==> src/rtl/chimp_take2_control.sv <==
// chimp_take2_control
// ---------------------------------------------------------------------------
// Sequencing FSM for the 8x8 chimp-test board datapath. It clears the board,
// drives the per-round load with an on-chip LFSR, shows/hides the numbers,
// forwards mouse clicks, judges each click from the datapath's flags and keeps
// level, strikes, score and game-over status.
//
// Optional feature (compile-time macro CHIMP_SHOW_TIMEOUT_EN):
//   defined   - SHOW also times out after 2*RESULT_CYCLES with no click and
//               moves to HIDE (numbers hidden, "1" still expected).
//   undefined - numbers stay visible until the first correct click.
//
// Ports:
//   clk               system clock, single domain
//   iReset            synchronous, active-high reset
//   iStart            one-cycle pulse, starts a game from IDLE or GAME_OVER
//   iMouseClick       one-cycle click pulse (box already decoded)
//   iDoneLoad         datapath: all numbers placed
//   iChoseCorrectNum  datapath correct flag (level, may be sticky)
//   iChoseWrongNum    datapath wrong flag (level, may be sticky)
//   oResetBoard       clear datapath board/flags
//   oLoadEnable       datapath may place a number this cycle
//   oShowEnable       numbers visible
//   oLevel            numbers in the current round
//   oNumToChoose      next number expected
//   oRandNum          {2'b00, row[2:0], col[2:0]} from the LFSR
//   oMouseClick       gated click forwarded to the datapath
//   oStrikes          failed rounds so far
//   oScore            highest level completed
//   oGameOver         high in GAME_OVER
//   oState            current state encoding (debug / HEX display)
//
// State encoding on oState:
//   0 IDLE, 1 CLEAR, 2 LOAD, 3 SHOW, 4 HIDE, 5 WAIT, 6 CHECK, 7 WIN,
//   8 FAIL, 9 GAME_OVER
//
// Handshake: there is no backpressure on any interface. iStart, iMouseClick
// and iDoneLoad are single-cycle pulses that are consumed only in the states
// that accept them and silently dropped elsewhere; oMouseClick is a
// single-cycle pulse the datapath must take on the cycle it is high.
// ---------------------------------------------------------------------------
module chimp_take2_control #(
    parameter int unsigned START_LEVEL   = 4,
    parameter int unsigned MAX_LEVEL     = 20,
    parameter int unsigned MAX_STRIKES   = 3,
    parameter int unsigned RESULT_CYCLES = 25000000,
    parameter logic [7:0]  LFSR_SEED     = 8'hA5
) (
    input  logic       clk,
    input  logic       iReset,
    input  logic       iStart,
    input  logic       iMouseClick,
    input  logic       iDoneLoad,
    input  logic       iChoseCorrectNum,
    input  logic       iChoseWrongNum,
    output logic       oResetBoard,
    output logic       oLoadEnable,
    output logic       oShowEnable,
    output logic [4:0] oLevel,
    output logic [4:0] oNumToChoose,
    output logic [7:0] oRandNum,
    output logic       oMouseClick,
    output logic [1:0] oStrikes,
    output logic [4:0] oScore,
    output logic       oGameOver,
    output logic [3:0] oState
);

    typedef enum logic [3:0] {
        S_IDLE      = 4'd0,
        S_CLEAR     = 4'd1,
        S_LOAD      = 4'd2,
        S_SHOW      = 4'd3,
        S_HIDE      = 4'd4,
        S_WAIT      = 4'd5,
        S_CHECK     = 4'd6,
        S_WIN       = 4'd7,
        S_FAIL      = 4'd8,
        S_GAME_OVER = 4'd9
    } state_t;

    localparam logic [4:0]  START_LV    = 5'(START_LEVEL);
    localparam logic [4:0]  MAX_LV      = 5'(MAX_LEVEL);
    localparam logic [1:0]  MAX_STRK    = 2'(MAX_STRIKES);
    localparam logic [24:0] HOLD_LAST   = 25'(RESULT_CYCLES - 1);

    state_t      state;
    state_t      nextState;

    logic [7:0]  lfsr;
    logic        lfsrFb;
    logic [24:0] holdCnt;
    logic        holdDone;
    logic        armed;
    logic        acceptClick;
    logic        startGame;
    logic        showExpired;
    logic [4:0]  levelUp;

    // Next values of the registered outputs
    logic        resetBoardD;
    logic        loadEnableD;
    logic        showEnableD;
    logic        mouseClickD;
    logic        gameOverD;
    logic [4:0]  levelD;
    logic [4:0]  numToChooseD;
    logic [1:0]  strikesD;
    logic [4:0]  scoreD;

    // ------------------------------------------------------------------
    // LFSR: x^8+x^6+x^5+x^4+1, free-running in every state
    // ------------------------------------------------------------------
    assign lfsrFb = lfsr[7] ^ lfsr[5] ^ lfsr[4] ^ lfsr[3];

    always_ff @(posedge clk) begin
        if (iReset) begin
            lfsr <= LFSR_SEED;
        end else begin
            lfsr <= {lfsr[6:0], lfsrFb};
        end
    end

    assign oRandNum = {2'b00, lfsr[5:0]};

    // ------------------------------------------------------------------
    // Hold counter: restarts on every state change so WIN/FAIL each last
    // exactly RESULT_CYCLES cycles.
    // ------------------------------------------------------------------
    always_ff @(posedge clk) begin
        if (iReset || (nextState != state)) begin
            holdCnt <= '0;
        end else begin
            holdCnt <= holdCnt + 25'd1;
        end
    end

    assign holdDone = (holdCnt == HOLD_LAST);

`ifdef CHIMP_SHOW_TIMEOUT_EN
    // 2*RESULT_CYCLES does not fit the 25-bit hold counter, so SHOW gets its
    // own wider counter.
    localparam int unsigned SHOW_CYCLES = 2 * RESULT_CYCLES;
    localparam logic [26:0] SHOW_LAST   = 27'(SHOW_CYCLES - 1);

    logic [26:0] showCnt;

    always_ff @(posedge clk) begin
        if (iReset || (state != S_SHOW)) begin
            showCnt <= '0;
        end else begin
            showCnt <= showCnt + 27'd1;
        end
    end

    assign showExpired = (showCnt == SHOW_LAST);
`else
    assign showExpired = 1'b0;
`endif

    assign armed       = (state == S_SHOW) || (state == S_HIDE);
    // A click is eligible only once the state register already holds
    // SHOW/HIDE, so a click on the LOAD->SHOW edge is dropped.
    assign acceptClick = armed && iMouseClick;
    assign startGame   = ((state == S_IDLE) || (state == S_GAME_OVER)) && iStart;
    assign levelUp     = (oLevel >= MAX_LV) ? MAX_LV : (oLevel + 5'd1);

    // ------------------------------------------------------------------
    // State register
    // ------------------------------------------------------------------
    always_ff @(posedge clk) begin
        if (iReset) begin
            state <= S_IDLE;
        end else begin
            state <= nextState;
        end
    end

    // ------------------------------------------------------------------
    // Next-state logic
    // ------------------------------------------------------------------
    always_comb begin
        nextState = state;
        case (state)
            S_IDLE:      if (iStart) nextState = S_CLEAR;
            S_CLEAR:     nextState = S_LOAD;
            S_LOAD:      if (iDoneLoad) nextState = S_SHOW;
            S_SHOW: begin
                if (iMouseClick)      nextState = S_WAIT;
                else if (showExpired) nextState = S_HIDE;
            end
            S_HIDE:      if (iMouseClick) nextState = S_WAIT;
            S_WAIT:      nextState = S_CHECK;
            S_CHECK: begin
                // Wrong wins over correct; no flag at all is treated as a
                // failure so a missed flag update can never stall the game.
                if (iChoseWrongNum)                                 nextState = S_FAIL;
                else if (iChoseCorrectNum && (oNumToChoose == oLevel)) nextState = S_WIN;
                else if (iChoseCorrectNum)                          nextState = S_HIDE;
                else                                                nextState = S_FAIL;
            end
            S_WIN:       if (holdDone) nextState = S_CLEAR;
            S_FAIL: begin
                // oStrikes was already bumped on entry to FAIL
                if (holdDone) nextState = (oStrikes == MAX_STRK) ? S_GAME_OVER : S_CLEAR;
            end
            S_GAME_OVER: if (iStart) nextState = S_CLEAR;
            default:     nextState = S_IDLE;
        endcase
    end

    // ------------------------------------------------------------------
    // Output logic: next values of every registered output
    // ------------------------------------------------------------------
    always_comb begin
        resetBoardD  = (nextState == S_IDLE) || (nextState == S_CLEAR);
        loadEnableD  = (nextState == S_LOAD);
        gameOverD    = (nextState == S_GAME_OVER);
        mouseClickD  = acceptClick;
        levelD       = oLevel;
        numToChooseD = oNumToChoose;
        strikesD     = oStrikes;
        scoreD       = oScore;

        // Visibility is held through WAIT/CHECK so the first correct pick
        // is what hides the numbers.
        case (nextState)
            S_SHOW:          showEnableD = 1'b1;
            S_WAIT, S_CHECK: showEnableD = oShowEnable;
            default:         showEnableD = 1'b0;
        endcase

        if (startGame) begin
            levelD   = START_LV;
            strikesD = 2'd0;
            scoreD   = 5'd0;
        end

        if (state == S_CHECK) begin
            case (nextState)
                S_WIN: begin
                    scoreD = (oLevel > oScore) ? oLevel : oScore;
                    levelD = levelUp;
                end
                S_FAIL:  strikesD     = oStrikes + 2'd1;
                S_HIDE:  numToChooseD = oNumToChoose + 5'd1;
                default: ;
            endcase
        end

        if (nextState == S_CLEAR) begin
            numToChooseD = 5'd1;
        end
    end

    always_ff @(posedge clk) begin
        if (iReset) begin
            oResetBoard  <= 1'b1;
            oLoadEnable  <= 1'b0;
            oShowEnable  <= 1'b0;
            oMouseClick  <= 1'b0;
            oGameOver    <= 1'b0;
            oLevel       <= START_LV;
            oNumToChoose <= 5'd1;
            oStrikes     <= 2'd0;
            oScore       <= 5'd0;
        end else begin
            oResetBoard  <= resetBoardD;
            oLoadEnable  <= loadEnableD;
            oShowEnable  <= showEnableD;
            oMouseClick  <= mouseClickD;
            oGameOver    <= gameOverD;
            oLevel       <= levelD;
            oNumToChoose <= numToChooseD;
            oStrikes     <= strikesD;
            oScore       <= scoreD;
        end
    end

    assign oState = state;

endmodule
==> config.mk <==
export PLATFORM = sky130hd
export DESIGN_NAME = chimp_take2_control
export DESIGN_NICKNAME = d
export VERILOG_FILES = /design/src/rtl/chimp_take2_control.sv
export SDC_FILE = /design/constraint.sdc
export NUM_CORES = 1
export LEC_CHECK = 0
export CAP_MARGIN = 20
export CORE_ASPECT_RATIO = 1.1
export CORE_UTILIZATION = 50
export DETAILED_ROUTE_END_ITERATION = 8
export MAX_ROUTING_LAYER = met4
export PLACE_DENSITY = 0.81
export SLEW_MARGIN = 5
export SYNTH_ARGS = -nofsm -noshare
export SYNTH_HDL_FRONTEND = slang
export SYNTH_SLANG_ARGS = --single-unit
==> constraint.sdc <==
create_clock -name clk -period 6.6 [get_ports clk]
set_input_delay 0.99 -clock clk [delete_from_list [all_inputs] [get_ports clk]]
set_output_delay 0.99 -clock clk [all_outputs]
set_load 0.02 [all_outputs]
==> out/metrics.csv <==
metric,value,unit
gp_congestion,0.908,
clock-sinks,59,
synth_edf_count,0,
use_met2,35.1,%
antenna_found_initial,0,
powerDensity,219,mW/mm^2
cp-end-kind,flip-flop,
total_leakage_power,1.37,nW
firstDrtPassIters,4,
final_max_slew_viol_count,0,
detailed_place_hpwl,4440,um
wl_per_cell,13.7,um
clkTransAtPathRegs,0.06,ns
cts.path.max_buffers,2,
design.core.area,0.00591,mm^2
area_delta_synth_final,17.9,%
final_core_util,62.5,%
drtIter0Drc,127,
drive_above_1_share,6.94,%
slew_headroom,57.7,%
viasPerCell,5.41,
clock_latency,0.34,ns
ys_async_sr_fraction,0,%
finalNetCount,403,
num_antenna_cells,0,
vias,2519,
ant_nets,0,
maxCapViolCount,0,
grt_use_met1,24.4,%
start_util,53.1,%
outcome,"complete, no violations",
overflow,0,
grt_pass1_vias,2390,
synth_area_per_cell,8.79,um^2
fin_tns_setup,0,ns
cp-start-kind,primary input,
cts_root_buffer,clkbuf_8,
grt_use_total,21.8,%
cts.hold.buffers_added,0,
postSynthCellCount,357,
pin_count,41,
worst_pin_slew,0.619,ns
die_x,77.5,um
die_h,85.1,um
mostFrequentLayoutCell,dfxtp_1,
ys_seq_elements,59,
layout_common_cells,"dfxtp_1, clkdlybuf4s50_1, nor2_1",
finalCritPeriodShare,49.3,%
synth_area,0.00314,mm^2
cp.arrival,3.54,ns
tritoncts,done,
maxClockFrequency,307,MHz
routed_wl,6390,um
ir_drop,0.120,mV
drc,0,
hp-class,flip-flop to flip-flop,
htree_levels,3,
worstPathMaxFanout,13,
min_period,3.26,ns
yosys-top-cells-area,"dfxtp_1, xnor2_1, and2_1",
portBuffers,38,
rsz0062_at_grt,false,
row_count,29,
worst_ep_required_time,6.89,ns
synthDistinctLibCells,54,
met3_usage,4.95,%
hold_viol,0,
cts.repair.resized,0,
crit_type,primary input to flip-flop,
seq_area_frac_synth,37.6,%
yosysTopAreaCellShare,37.6,%
grt_pass1_wl,10800,um
synthFlopType,dfxtp_1,
top_usage_layer,met2,
setup_violations,0,
cts_buffers,9,
grt_max_degree,38,
die_area,0.00660,mm^2
yosysTopAreaCell,dfxtp_1,
cts_setup_buffers,0,
timing.hold.ws,0.415,ns
report.power.total,0.000811,W
finClkSkew,0.00463,ns
ys_warn_count,0,
## cell type report
cell class	instances	area, um^2
fillers	494	2220
repair buffers	40	399
clock buffers	12	165
flip-flops and latches	59	1180
multi-input cells	261	1760
clock inverters	2	35.0
well taps	77	96.3
inverters	15	58.8
## per-layer routing
metal | share of wire [%] | up-vias
met4 | 2.8 | 0
met1 | 44 | 1179
met2 | 49 | 57
li1 | - | 1264
met5 | 0 | -
met3 | 4.2 | 19
## worst paths after layout
kind / from / endpoint / slack [ns] / cells past startpoint
setup / recovery: iChoseCorrectNum / holdCnt[16] / 3.34 / 8
hold / removal: lfsr[6] / lfsr[7] / 0.41 / 1
setup reg to reg: oState[2] / holdCnt[16] / 3.84 / 7
hold reg to reg: lfsr[6] / lfsr[7] / 0.41 / 1
## cell usage after synthesis, types with 2 or more instances
cell,n
a211oi_1,2
a21oi_1,10
a22oi_1,2
and2_1,27
and3_1,3
and4_1,6
buf_2,3
buf_4,9
buf_6,2
clkbuf_1,8
dfxtp_1,59
ha_1,10
inv_1,14
mux2i_1,8
nand2_1,12
nand2b_1,12
nand3_1,18
nand3b_1,2
nand4_1,8
nand4bb_1,2
nor2_1,33
nor2b_1,11
nor3_1,11
nor4_1,2
nor4b_1,2
o211ai_1,2
o21a_1,2
o21ai_0,4
o21bai_1,2
or2_2,5
or3_1,8
xnor2_1,21
xor2_1,16
## power breakdown
group          switching [W]  internal (W)
logic              0.0000542     0.0000438
registers          0.0000133      0.000367
clock network       0.000133      0.000200
total               0.000200      0.000611
## per-stage QoR
step,cell area [um^2],setup WS [ns],cells
final,3700,3.34,466
after global routing,3700,3.14,466
after CTS,3690,3.05,465
after detailed placement,3490,2.72,451
after global placement,3490,2.78,451
after floorplan,3140,3.98,358
## state kept, by name, indices dropped and copies added, names as in the netlist
| register | cells |
|---|---|
| holdCnt | 25 |
| oLevel | 5 |
| oNumToChoose | 5 |
| lfsr | 8 |
| oMouseClick | 1 |
| oResetBoard | 1 |
| oState | 4 |
| oStrikes | 2 |
| oShowEnable | 1 |
| oGameOver | 1 |
| oLoadEnable | 1 |
| oScore | 5 |
## kinds of logic (layout without fill, tap and decap cells)
kind of cell             Yosys count  in the layout  share of synthesized area (%)
AND/OR/NAND/NOR                  167            167                           30.4
flip-flops                        59             59                           37.6
buffers and inverters             38             69                           6.30
AO/OA/AOI/OAI                     37             37                           8.69
XOR/XNOR                          37             37                           10.3
adder cells (fa/ha/maj)           10             10                           3.99
multiplexers                       8              8                           2.55
other                              1              2                          0.120
## critical path: stages
cell             delay (ns)
clkdlybuf4s50_1        0.47
nor2b_1                0.33
and4_1                 0.30
a31oi_2                0.19
a211o_1                0.32
a211oi_2               0.59
buf_6                  0.22
and2_1                 0.12
(Power assumes the default switching activity.)
